$ cat src/rtl/gol_portb_arbiter.sv
// Port-B arbiter for the Game-of-Life cell RAM: shares one RAM port between the
// generation engine (default priority) and the cell editor (starvation-protected).
module gol_portb_arbiter #(
  parameter int ADDR_W     = 16,
  parameter int DATA_W     = 4,
  parameter int RD_LAT     = 1,
  parameter int STARVE_MAX = 15
) (
  input  logic              clk,
  input  logic              rst,
  // engine side
  input  logic              eng_req,
  input  logic [ADDR_W-1:0] eng_addr,
  input  logic              eng_we0,
  input  logic              eng_we1,
  input  logic [DATA_W-1:0] eng_din,
  output logic              eng_gnt,
  output logic              eng_rvalid,
  output logic [DATA_W-1:0] eng_dout0,
  output logic [DATA_W-1:0] eng_dout1,
  // editor side
  input  logic              ed_req,
  input  logic [ADDR_W-1:0] ed_addr,
  input  logic              ed_we,
  input  logic              ed_bank,
  input  logic [DATA_W-1:0] ed_din,
  output logic              ed_gnt,
  output logic              ed_rvalid,
  output logic [DATA_W-1:0] ed_rdata,
  // RAM port B
  output logic [ADDR_W-1:0] ram_addr,
  output logic              ram_we0,
  output logic              ram_we1,
  output logic [DATA_W-1:0] ram_din,
  input  logic [DATA_W-1:0] ram_dout0,
  input  logic [DATA_W-1:0] ram_dout1
);

  // Handshake: a requester holds req with its address/data; the access is taken
  // in any cycle where its gnt is high (same cycle, no backpressure on returns).
  // Every granted access is also a read whose data comes back exactly RD_LAT
  // cycles later, flagged by rvalid (editor writes return nothing).

  localparam int CNT_W = (STARVE_MAX < 1) ? 1 : $clog2(STARVE_MAX + 1);

  typedef struct packed {
    logic eng;
    logic ed_rd;
    logic bank;
  } tag_t;

  logic [CNT_W-1:0]  starve_cnt;
  logic              force_ed;
  logic [ADDR_W-1:0] addr_q;
  logic [DATA_W-1:0] din_q;
  tag_t              tag_in;
  tag_t              tag_q [RD_LAT];
  tag_t              tag_out;
  logic [DATA_W-1:0] ed_mux;
  logic [DATA_W-1:0] rdata_q;

  // Arbitration: engine wins unless the editor has been denied STARVE_MAX times.
  assign force_ed = ed_req && (starve_cnt == CNT_W'(STARVE_MAX));

  always_comb begin
    ed_gnt  = !rst && ed_req && (!eng_req || force_ed);
    eng_gnt = !rst && eng_req && !ed_gnt;
  end

  always_ff @(posedge clk) begin
    if (rst || !ed_req || ed_gnt) begin
      starve_cnt <= '0;
    end else if (starve_cnt != CNT_W'(STARVE_MAX)) begin
      starve_cnt <= starve_cnt + CNT_W'(1);
    end
  end

  // RAM request mux; address/data hold their last value when idle.
  always_comb begin
    ram_addr = addr_q;
    ram_din  = din_q;
    ram_we0  = 1'b0;
    ram_we1  = 1'b0;
    if (eng_gnt) begin
      ram_addr = eng_addr;
      ram_din  = eng_din;
      ram_we0  = eng_we0;
      ram_we1  = eng_we1;
    end else if (ed_gnt) begin
      ram_addr = ed_addr;
      ram_din  = ed_din;
      ram_we0  = ed_we & ~ed_bank;
      ram_we1  = ed_we & ed_bank;
    end
  end

  always_ff @(posedge clk) begin
    if (rst) begin
      addr_q <= '0;
      din_q  <= '0;
    end else begin
      addr_q <= ram_addr;
      din_q  <= ram_din;
    end
  end

  // Return-path tags travel alongside the RAM read pipeline.
  always_comb begin
    tag_in.eng   = eng_gnt;
    tag_in.ed_rd = ed_gnt & ~ed_we;
    tag_in.bank  = ed_gnt & ed_bank;
  end

  always_ff @(posedge clk) begin
    if (rst) begin
      for (int i = 0; i < RD_LAT; i++) begin
        tag_q[i] <= '0;
      end
    end else begin
      tag_q[0] <= tag_in;
      for (int i = 1; i < RD_LAT; i++) begin
        tag_q[i] <= tag_q[i-1];
      end
    end
  end

  assign tag_out = tag_q[RD_LAT-1];

  // Returns are suppressed while rst is high so nothing in flight escapes.
  always_comb begin
    eng_rvalid = !rst && tag_out.eng;
    ed_rvalid  = !rst && tag_out.ed_rd;
    eng_dout0  = ram_dout0;
    eng_dout1  = ram_dout1;
    ed_mux     = tag_out.bank ? ram_dout1 : ram_dout0;
    ed_rdata   = ed_rvalid ? ed_mux : rdata_q;
  end

  always_ff @(posedge clk) begin
    if (rst) begin
      rdata_q <= '0;
    end else if (ed_rvalid) begin
      rdata_q <= ed_mux;
    end
  end

endmodule

$ cat config.mk
export PLATFORM = sky130hd
export DESIGN_NAME = gol_portb_arbiter
export DESIGN_NICKNAME = d
export VERILOG_FILES = /design/src/rtl/gol_portb_arbiter.sv
export SDC_FILE = /design/constraint.sdc
export NUM_CORES = 1
export LEC_CHECK = 0
export CAP_MARGIN = 20
export CORE_MARGIN = 10
export CORE_UTILIZATION = 42
export CTS_BUF_LIST = sky130_fd_sc_hd__clkbuf_8
export CTS_CLUSTER_SIZE = 8
export DETAILED_ROUTE_END_ITERATION = 10
export MAX_ROUTING_LAYER = met4
export PLACE_DENSITY = 0.8
export SLEW_MARGIN = 25
export SYNTH_ARGS = -nofsm -noshare
export SYNTH_HDL_FRONTEND = slang
export SYNTH_SLANG_ARGS = --single-unit
export TNS_END_PERCENT = 10
$ cat constraint.sdc
create_clock -name clk -period 1.58 [get_ports clk]
set_input_delay 0.158 -clock clk [delete_from_list [all_inputs] [get_ports clk]]
set_output_delay 0.158 -clock clk [all_outputs]
set_load 0.01 [all_outputs]
==> results summary, run 1 <==
The source-to-sink clock delay at the later pin of the worst-skew pair came out at 0.28 ns. The total power divided by cell area is 636 nW/um2. The internal power of the cells is 1620 uW. The final wirelength is 7.25 mm. The worst setup path is launched from a register. The required time of the worst setup path is 1.42 ns.

The number of max-slew violations in the final report came to 0. The number of warning messages in the yosys log came out at 0. The maximum number of pins on one net before global-route repair came out at 27. The accumulated negative setup slack came out at -2.59 ns. The number of distinct standard cells referenced by the synthesized netlist came out at 31. The end-of-flow core utilization is 73.3%.

The post-synthesis instance total came out at 229. The detailed placement HPWL came out at 5.41 mm. The tightest slew margin relative to the limit came out at 78.1%.

Of the synthesized area, sequential elements account for 29.4%. The non-filler instance count after layout came out at 435. The top-level I/O count came out at 94.

Walking the worst path, the cells encountered are ha_4 -> and4_4 -> buf_8 -> nor3b_2 -> a31oi_1 -> buf_2. The total instance count after detailed placement came out at 421. The TritonCTS buffer count came out at 5. The detail route stage leaves a number of antenna-violating nets equal to 0. The global-route met1 utilization came out at 19.5%. The number of H-tree levels came out at 2. The die extent in y is 90.9 um. In the global route stage, overall resource usage came out at 18.2%. The number of buffers added on ports is 93. The relative area change from synthesis to final layout came out at 66.2%. The maximum fanout encountered on the critical timing path came out at 8.

The switching power of the nets is 614 uW. The maximum single-stage delay on the critical path is 0.35 ns. After filler insertion, the fill cell instance count of the layout stands at 361.

The number of buffers inserted by hold repair at cts came out at 0. The tightest min-delay check is of the primary input to register type. The mapped netlist covers 2110 um2. The wire length of the first global-routing pass came out at 12.0 mm. The antenna diode instance count is 0. Subtracting the final worst setup slack from the clock period gives 1.75 ns. The full die area came out at 8260 um2. The via count of the first global-routing pass is 2347. The switching portion of total power is 27.5%.

The core region is 4790 um2. The synthesized design devotes to its leading area cell type 29.4% of total area. After detailed routing, the average wire length per cell comes to 16.7 um. The number of antenna violations at the first check in global routing is 0. The clock edge transition at the registers on the reported setup and hold paths is 0.06 ns. The largest total area in the synthesized netlist belongs to sky130_fd_sc_hd__dfxtp_1. The area of placed instances is 3400 um2. The maximum operating frequency came out at 572 MHz. After global routing, the most crowded layer is met2. Counting flops and latches in the post-synthesis netlist gives 31. In the synthesized netlist the async set-or-reset flop fraction comes to 0%. In the synthesized netlist the dominant register cell turns out to be sky130_fd_sc_hd__dfxtp_1. The worst path setup slack after routing came out at -0.169 ns. Among all stages on the critical path, the largest delay is contributed by sky130_fd_sc_hd__dfxtp_2. The share of total power in sequential cells came out at 38.4%.

The final reports fail on negative setup slack. The fraction of met3 tracks used by global routing is 4.41%. After the first detailed-routing iteration, the DRC count stood at 117. The clock net in this run drives a total of 31 sinks.

The data arrival time of the critical path is 1.59 ns. For this run, design rule violations remaining after detail routing come to 0. The portion of total power attributed to the clock network is 30.1%. Across the run, the number of max-cap violations was 0. The setup path with the least slack is of type register to output pin.

For this run, global-route usage on met2 was measured as 32.2%. The maximum number of buffers from clock root to sink is 2. The worst ir drop on vdd is 0.000514 V.

The number of nets in the synthesized netlist came out at 286. The die width is 90.9 um. For the pin with the worst max-slew slack, the measured transition is 0.328 ns. The most common cell in the synthesized netlist is sky130_fd_sc_hd__nand2_1.

The logic gate share of total power came out at 31.5%. The first-pass detailed-route iteration total came out at 4. Across the routed clock network, the largest skew measured is 0.00393 ns. The TritonCTS clock tree is built. The finished cells cover 3510 um2.

The hold violation count in the final report is 0. The weighted congestion reported at the end of routability-driven placement came out at 0.770. The count of endpoints failing setup in the final report is 23. Setup repair after global routing could not meet its margin everywhere. The initial core utilization is 44.1%. After detailed routing, the number of vias per cell comes to 5.09.

The tree is rooted in a sky130_fd_sc_hd__clkbuf_8. Dividing the final minimum period by the clock period gives 111%. The commonest cells after synthesis are sky130_fd_sc_hd__nand2_1, sky130_fd_sc_hd__dfxtp_1, sky130_fd_sc_hd__mux2i_1. The net total in the final layout came out at 424.

The fraction of final layout cells sized beyond drive strength 1 came out at 40.2%. After global routing the overflow that remains totals 0. The total leakage power came out at 0.00152 uW.

Yosys attributes the largest share of cell area to sky130_fd_sc_hd__dfxtp_1, sky130_fd_sc_hd__a211oi_2, sky130_fd_sc_hd__nor3b_2. The number of core rows came out at 25. The number of synthesized flops with an enable pin came out at 0. The sort of element at the end of the critical path is an output pin. The flow ran to the end, but the final reports show violations. The total number of vias came out at 2216.

The mean post-synth cell area is 9.21 um2.
-- power by group through the flow --
| stage | sequential, uW | clock, uW | combinational, uW |
|---|---|---|---|
| 4_1_cts | 856 | 692 | 714 |
| 3_5_place_dp | 871 | 0 | 747 |
| 5_1_grt | 862 | 742 | 752 |
| 3_3_place_gp | 868 | 0 | 735 |
| 6_report | 857 | 672 | 702 |
| 2_1_floorplan | 865 | 0 | 326 |
-- metal layers --
metal  vias to the layer above  wire, um
li1                       1096         -
met1                      1037      3120
met2                        77      3700
met3                         6       335
met4                         0       101
met5                         -         0
-- what timing repair did --
action,4_1_cts,5_1_grt
endpoints found under the hold margin,0,0
setup buffers,6,0
setup endpoints to repair,30,29
gates cloned,1,0
pin swaps,6,4
gates resized for setup,106,14
-- final timing paths --
kind | cells past startpoint | from | endpoint | slack [ns]
worst max register to register | 7 | starve_cnt[0] | addr_q[1] | 0.11
worst min-delay path | 3 | rst | din_q[2] | 0.48
worst max-delay path | 6 | starve_cnt[0] | ram_addr[9] | -0.17
worst min register to register | 2 | rdata_q[2] | rdata_q[2] | 0.49
-- cell families (layout without fill, tap and decap cells) --
kind of cell    after synthesis  in the layout  synth area share, %
flops                        31             31                 29.4
fa+ha+maj                     1              1                0.593
buf+inv                      34            173                 10.7
compound gates               52             52                 21.8
mux                          24             24                 11.4
xor+xnor                      1              1                0.415
simple gates                 86             86                 25.6
-- stage by stage --
| stage | worst slack [ns] | hold slack [ns] | total power [uW] |
|---|---|---|---|
| 2_1_floorplan | 0.148 | 0.230 | 1190 |
| 3_3_place_gp | -0.596 | 0.473 | 1600 |
| 3_5_place_dp | -0.677 | 0.482 | 1620 |
| 4_1_cts | -0.249 | 0.452 | 2260 |
| 5_1_grt | -0.245 | 0.509 | 2360 |
| 6_report | -0.169 | 0.481 | 2230 |
-- placed cells by master, fill, tap and decap left out, types with 7 or more instances in the layout --
cell type                         count
sky130_fd_sc_hd__dlygate4sd2_1        7
sky130_fd_sc_hd__clkdlybuf4s50_1     62
sky130_fd_sc_hd__nand2_1             44
sky130_fd_sc_hd__a211oi_2            20
sky130_fd_sc_hd__a31oi_1             21
sky130_fd_sc_hd__buf_2               22
sky130_fd_sc_hd__dfxtp_1             28
sky130_fd_sc_hd__nor3b_2             16
sky130_fd_sc_hd__mux2i_1             24
sky130_fd_sc_hd__clkbuf_8             7
sky130_fd_sc_hd__buf_4               63
-- critical path, delay by kind of cell (launching register included) --
family          cells  cell delay (ns)
buf+inv             2             0.33
compound gates      1             0.16
flops               1             0.35
simple gates        2             0.32
fa+ha+maj           1             0.15
-- registers in the layout (all words and copies together) (netlist names) --
signal	flops
addr_q	16
rdata_q	4
din_q	4
tag_q	3
starve_cnt	4
-- cell type report --
cell class              instances  area, um2  share of cell area, %
repair buffers                160       1360                   38.7
multi-input cells             164       1320                   37.7
clock buffers                   7       96.3                   2.75
well taps                      67       83.8                   2.39
inverters                       5       18.8                  0.535
clock inverters                 1       3.75                  0.107
flip-flops and latches         31        624                   17.8
No activity file was read; power rests on OpenSTA's default activity.
==> inputs of run 2 (changes only) <==
Settings changed: CORE_MARGIN 10 to 2.
==> run 2 against run 1 <==
The flow still finishes with violations (negative setup slack). Worst setup slack improved by 0.0014 ns. Die area fell by 32%. Flip-flop and latch count did not move. Sequential power barely moved. Final area rose by 6.0%. First-iteration DRC count rose by 33%. Clock power rose by 0.7%. Routed wire length fell by 4.1%. Global-route usage rose by 6.9 points. Via count rose by 2.3%. Utilization rose by 4.4 points. Highest routed layer unchanged.
==> results summary, run 2 (synthesis results as in run 1) <==
Among all stages on the critical path, the largest delay is contributed by sky130_fd_sc_hd__dfxtp_2. The detailed placement HPWL came to 4.55 mm (-16%). The required time of the worst setup path is 1.42 ns (about the same). The sequential cell area in the final layout is 627 um2 (+0.40%).

The combined global-route utilization of all metal layers came out at 25.0% (+6.9 points). The total instance count after detailed placement came to 416 (-1.2%). The source-to-sink clock delay at the later pin of the worst-skew pair is 0.28 ns (about the same). The maximum number of pins on one net before global-route repair is 22 (-19%).

The final clock period utilization by the worst path is 111% (about the same). The total number of vias came out at 2266 (+2.3%). The library cell used most frequently in the layout, excluding fill and tap cells, is sky130_fd_sc_hd__clkdlybuf4s50_1. The pin slew with the least headroom to its limit is 0.298 ns (-0.0300 ns). The first-pass detailed-route iteration total is 4 (unchanged). The critical path goes through ha_4 -> and4_4 -> buf_8 -> nor3b_4 -> a31oi_1 -> buf_2. The clock period minus final worst setup slack is 1.75 ns (-0.00137 ns).

STA classifies the critical path startpoint as a register. The number of antenna violations at the first check in global routing is 0 (unchanged). The fraction of final layout cells sized beyond drive strength 1 is 43.2% (+3.0 points). The number of clock sinks seen by CTS came out at 31 (unchanged). The weighted congestion reported at the end of routability-driven placement came out at 0.858 (+11%). Relative to the synthesized area, the layout overhead comes to 76.2%. The clock edge transition at the registers on the reported setup and hold paths is 0.06 ns (about the same).

The data arrival time of the critical path came out at 1.59 ns (about the same). The maximum fanout encountered on the critical timing path came out at 6 (-2). The buffer type at the clock tree root is sky130_fd_sc_hd__clkbuf_8. The register with the most flip-flops in the final layout is addr_q. The final wirelength came out at 6.95 mm (-4.1%).

The multi-input combinational cell area was 1420 um2 (+7.7%). The number of flip-flops under the largest register name came out at 16 (unchanged). The number of H-tree levels came out at 2 (unchanged). The total power divided by cell area is 623 nW/um2 (-2.0%). The average wire per standard cell came out at 15.9 um (-4.6%).

Broken down by cell family, the worst path's largest delay share belongs to flip-flops. The wire length of the first global-routing pass is 10.3 mm (-14%). TritonCTS built the clock tree. The non-filler instance count after layout came out at 437 (+0.46%). The net total in the final layout came out at 426 (+0.47%). The number of max-slew violations in the final report is 0 (unchanged). The worst setup path is captured at an output pin. The total of fill cells in the finished design was 302 (-16%). The maximum number of buffers from clock root to sink came to 2 (unchanged).

The TritonCTS buffer count came to 5 (unchanged). The top-level I/O count is 94 (unchanged). The total core area came out at 4790 um2 (unchanged). The total leakage power was 0.00159 uW (+4.9%). The end-of-flow core utilization is 77.6% (+4.4 points). The number of buffers inserted by hold repair at cts is 0 (unchanged).

The die width is 74.9 um (-18%). The via density per instance came out at 5.19 (+1.8%). The number of buffers and inverters on the critical path came out at 2 (unchanged).

The worst path setup slack after routing came out at -0.168 ns (+0.00137 ns). The number of DRC violations after detailed routing is 0 (unchanged). The first-iteration detailed-routing DRC count came out at 156 (+33%). The die extent in y is 74.9 um (-18%). The maximum operating frequency is 572 MHz (about the same). The tightest min-delay check is of the primary input to register type. The checks that failed: negative setup slack. The worst clock skew on the final layout is 0.00628 ns (+0.00235 ns). The count of endpoints failing setup in the final report is 23 (unchanged).

The max-cap check violation count came out at 0 (unchanged). The number of buffers added on ports came out at 93 (unchanged). The remaining global-route overflow came out at 0 (unchanged). The tightest slew margin relative to the limit is 80.1% (+2.0 points). The maximum single-stage delay on the critical path is 0.35 ns (about the same). The run finished, with violations left. Setup repair after global routing could not meet its margin everywhere. The hold violation count in the final report is 0 (unchanged). The initial core utilization came out at 44.1% (unchanged).

The antenna diode instance count is 0 (unchanged). The worst ir drop on vdd is 0.000386 V (-25%). The full die area came out at 5610 um2 (-32%).

The worst setup path is of the register to output pin kind. The via count of the first global-routing pass is 2354 (+0.30%). Leaving out fill and tap cells, the most frequent cells in the layout are sky130_fd_sc_hd__clkdlybuf4s50_1, sky130_fd_sc_hd__buf_4, sky130_fd_sc_hd__nand2_1. The final antenna-violating net count is 0 (unchanged).

The number of core rows came out at 25 (unchanged).
[run 2: cell types whose count changed in the layout (fill, tap and decap cells not counted), moves of 3 or more]
cell	change
sky130_fd_sc_hd__buf_6	+6
sky130_fd_sc_hd__nor3b_4	+3
sky130_fd_sc_hd__a31oi_1	-7
sky130_fd_sc_hd__a31oi_4	+5
sky130_fd_sc_hd__buf_2	-5
sky130_fd_sc_hd__dlygate4sd2_1	-3
sky130_fd_sc_hd__nor3b_2	-3
[run 2: cell type report]
cell class                 instances  share of cell area [%]
timing repair buffer             162                    39.4
multi-input combinational        164                    38.3
sequential                        31                    16.9
clock buffer                       7                    2.59
tap                               67                    2.26
inverter                           5                   0.505
clock inverter                     1                   0.101
[run 2: final timing paths]
kind,from,to,slack [ns],depth (start not counted)
setup / recovery,starve_cnt[0],ram_addr[11],-0.17,6
hold / removal,rst,addr_q[10],0.42,3
hold reg to reg,rdata_q[1],rdata_q[1],0.50,2
setup reg to reg,starve_cnt[0],addr_q[6],0.06,7
[run 2: per-stage QoR]
stage | setup slack (ns) | hold WS [ns] | power (uW) | setup TNS (ns) | instance area, um2
2_1_floorplan | 0.148 | 0.230 | 1190 | 0 | 2110
3_3_place_gp | -0.639 | 0.472 | 1590 | -17.30 | 3390
5_1_grt | -0.212 | 0.438 | 2420 | -4.48 | 3720
4_1_cts | -0.208 | 0.418 | 2240 | -3.91 | 3500
6_report | -0.168 | 0.419 | 2320 | -2.87 | 3720
3_5_place_dp | -0.666 | 0.487 | 1610 | -18.62 | 3390
[run 2: repair_timing]
action	in CTS	in global routing
setup endpoints to repair	30	30
pin swaps	5	3
gates resized for setup	110	32
buffers inserted	6	5
cloned	1	2
[run 2: worst min-delay path, delay by kind of cell]
| family | cells | cell delay, ns |
|---|---|---|
| AOI/OAI and AO/OA | 1 | 0.04 |
| buffers and inverters | 2 | 0.46 |
[run 2: power by group]
group          switching (uW)  internal, uW
sequential               26.0           831
combinational             329           453
clock                     287           390
[run 2: metal layers]
layer	track usage, %	vias up	wire [um]
li1	-	1103	-
met1	27.7	1071	2820
met2	43.1	83	3680
met3	3.88	9	325
met4	13.1	0	127
met5	-	-	0
==> inputs of run 3 (changes only) <==
Settings changed: CORE_UTILIZATION 42 to 25, MAX_ROUTING_LAYER met4 to unset, PLACE_DENSITY 0.8 to unset.
==> run 3 against run 2 <==
The run still ends with negative setup slack left. Worst setup slack lost 0.027 ns. Total power grew 1.1%. Clock power grew 19%. Routed wire length shrank 9.9%. Maximum frequency shrank 1.5%. Global-route usage shrank 11 points. Clock skew shrank 0.0041 ns. Non-clock buffer count shrank 8. Sequential share of layout area grew 0.70 points. Critical endpoint is now ram_addr[1].
==> results summary, run 3 (synthesis results as in run 1) <==
The run finished, with violations left. The checks that failed: negative setup slack. The total length of routed met2 wires is 3.14 mm (-14%). The first-pass detailed-route iteration total is 4 (unchanged). The hold violation count in the final report is 0 (unchanged).

The number of core rows is 33 (+32%). The source-to-sink clock delay at the later pin of the worst-skew pair is 0.27 ns (about the same). The weighted congestion reported at the end of routability-driven placement came out at 0.821 (-4.4%). The TritonCTS buffer count came out at 5 (unchanged). The met3 routed wirelength was 383 um (+18%). The signal on the critical path passes through ha_4 -> and4_4 -> buf_12 -> buf_12 -> nor3b_4 -> a31oi_1 -> buf_2. Leaving out fill and tap cells, the most frequent cell in the layout is sky130_fd_sc_hd__clkdlybuf4s50_1. Setup repair after global routing could not meet its margin everywhere. The worst setup path is captured at an output pin.

The maximum single-stage delay on the critical path came out at 0.34 ns (about the same). The number of buffers added on ports came to 93 (unchanged). The pin slew with the least headroom to its limit came to 0.272 ns (-0.0257 ns). The wire length of the first global-routing pass was 9.82 mm (-4.9%). For this design, the slowest cell found on the critical path is sky130_fd_sc_hd__dfxtp_2. The average wire per standard cell was 13.4 um (-16%).

The via count of the first global-routing pass is 2168 (-7.9%). The total core area came out at 8220 um2 (+72%). The number of buffers inserted by hold repair at cts is 0 (unchanged). The final design area excluding fillers was 3570 um2 (-3.8%). The maximum fanout encountered on the critical timing path is 7 (+1). The number of clock sinks seen by CTS was 31 (unchanged). The class of the tightest hold or removal check is primary input to register. The number of antenna violations at the first check in global routing came out at 0 (unchanged). The worst setup path is launched from a register. The fraction of final layout cells sized beyond drive strength 1 is 40.1% (-3.2 points).

The total leakage power is 0.00151 uW (-5.4%). The die extent in y is 95.9 um (+28%). The full die area is 9190 um2 (+64%).

Leaving out fill and tap cells, the most frequent cells in the layout are sky130_fd_sc_hd__clkdlybuf4s50_1, sky130_fd_sc_hd__buf_4, sky130_fd_sc_hd__nand2_1. The die width is 95.9 um (+28%). The required time of the worst setup path is 1.42 ns (about the same). The wire length on met1 is 2.67 mm (-5.5%). The worst path setup slack after routing came to -0.194 ns (-0.0267 ns). The relative area change from synthesis to final layout is 69.5%. The number of DRC violations after detailed routing is 0 (unchanged). The worst ir drop on vdd came out at 0.000271 V (-30%). The number of max-slew violations in the final report came out at 0 (unchanged).

The total instance count after detailed placement was 454 (+9.1%). The library cell appearing most often on the critical path is sky130_fd_sc_hd__buf_12. The maximum number of buffers from clock root to sink is 2 (unchanged).

The number of flip-flops under the largest register name is 16 (unchanged). More flip-flops sit in one register than any other, and that register is addr_q. The total power came out at 2340 uW (+1.1%).

The clock period minus final worst setup slack came out at 1.77 ns (+0.0267 ns). The final antenna-violating net count came out at 0 (unchanged). The clock edge transition at the registers on the reported setup and hold paths came out at 0.07 ns (about the same). The top-level I/O count is 94 (unchanged). TritonCTS built the clock tree. The tightest slew margin relative to the limit is 81.9% (+1.7 points). The non-filler instance count after layout was 467 (+6.9%).

Routed signal wires occupy layers up through met4. The post-route worst hold slack came to 0.318 ns (-0.102 ns). The final wirelength came out at 6.26 mm (-9.9%).

The combined global-route utilization of all metal layers is 13.6% (-11 points). The total number of vias was 2146 (-5.3%). The detailed placement HPWL is 4.78 mm (+5.1%).

The remaining global-route overflow is 0 (unchanged). The maximum operating frequency came out at 564 MHz (-1.5%). The accumulated negative setup slack came to -3.28 ns (-0.416 ns). CTS placed an instance of sky130_fd_sc_hd__clkbuf_8 at the clock tree root.

The maximum number of pins on one net before global-route repair came to 21 (-4.5%). The total power divided by cell area is 655 nW/um2 (+5.1%). The area of placed instances came out at 3430 um2 (+1.3%). The final clock period utilization by the worst path came to 112% (+1.7 points). The worst clock skew on the final layout is 0.00220 ns (-0.00408 ns). The initial core utilization is 25.7% (-18 points). The max-cap check violation count is 0 (unchanged). The worst setup path is of the register to output pin kind. The antenna diode instance count came out at 0 (unchanged).

The net total in the final layout was 418 (-1.9%). The count of endpoints failing setup in the final report is 24 (+4.3%). The first-iteration detailed-routing DRC count came out at 47 (-70%). The number of H-tree levels came out at 2 (unchanged). The via density per instance is 4.60 (-11%). The data arrival time of the critical path is 1.62 ns (+0.03 ns).
==> run 3: changes by cell type in the layout (fill, tap and decap cells not counted), sizes merged <==
| cell | before | now |
|---|---|---|
| clkbuf | 10 | 6 |
| dlygate4sd2 | 4 | 7 |
| inv | 6 | 5 |
| bufinv | 0 | 1 |
| dlymetal6s2s | 2 | 0 |
| clkdlybuf4s15 | 1 | 0 |
| clkinv | 0 | 1 |
| buf | 90 | 85 |
==> run 3: repair_timing <==
item,in CTS,in global routing
cloned,1,0
resized for setup,115,6
setup endpoints to repair,29,24
pin swaps,5,4
buffers inserted,4,1
==> run 3: metrics by stage <==
step	util, %	setup WS, ns
3_5_place_dp	41.8	-0.611
6_report	43.5	-0.194
5_1_grt	43.5	-0.274
4_1_cts	43.2	-0.210
2_1_floorplan	-	0.148
3_3_place_gp	41.8	-0.582
==> run 3: cell type report <==
cell class | count | area, um2
tap | 105 | 131
multi-input combinational | 164 | 1340
timing repair buffer | 154 | 1340
sequential | 31 | 628
fill | 798 | 4640
clock inverter | 2 | 35.0
clock buffer | 6 | 82.6
inverter | 5 | 18.8
==> run 3: final timing paths <==
kind                 start           to  slack, ns  cells past startpoint
min                    rst    addr_q[3]       0.32                      3
max reg2reg  starve_cnt[0]   addr_q[13]       0.17                      7
max          starve_cnt[0]  ram_addr[1]      -0.19                      7
min reg2reg     rdata_q[0]   rdata_q[0]       0.49                      2
==> run 3: where the power goes <==
part           switching (uW)  internal (uW)
sequential               23.6            830
clock                     293            510
combinational             291            394
==> run 3: critical path: cells and delay by family (launching register included) <==
family          cells  cell delay, ns
compound gates      1            0.07
fa+ha+maj           1            0.16
buf+inv             3            0.41
flops               1            0.34
simple gates        2            0.36
==> run 3: per-layer routing <==
metal	up-vias	global-route usage [%]
met2	65	24.6
met3	4	2.74
li1	1078	-
met4	0	3.21
met1	999	16.3
met5	-	0
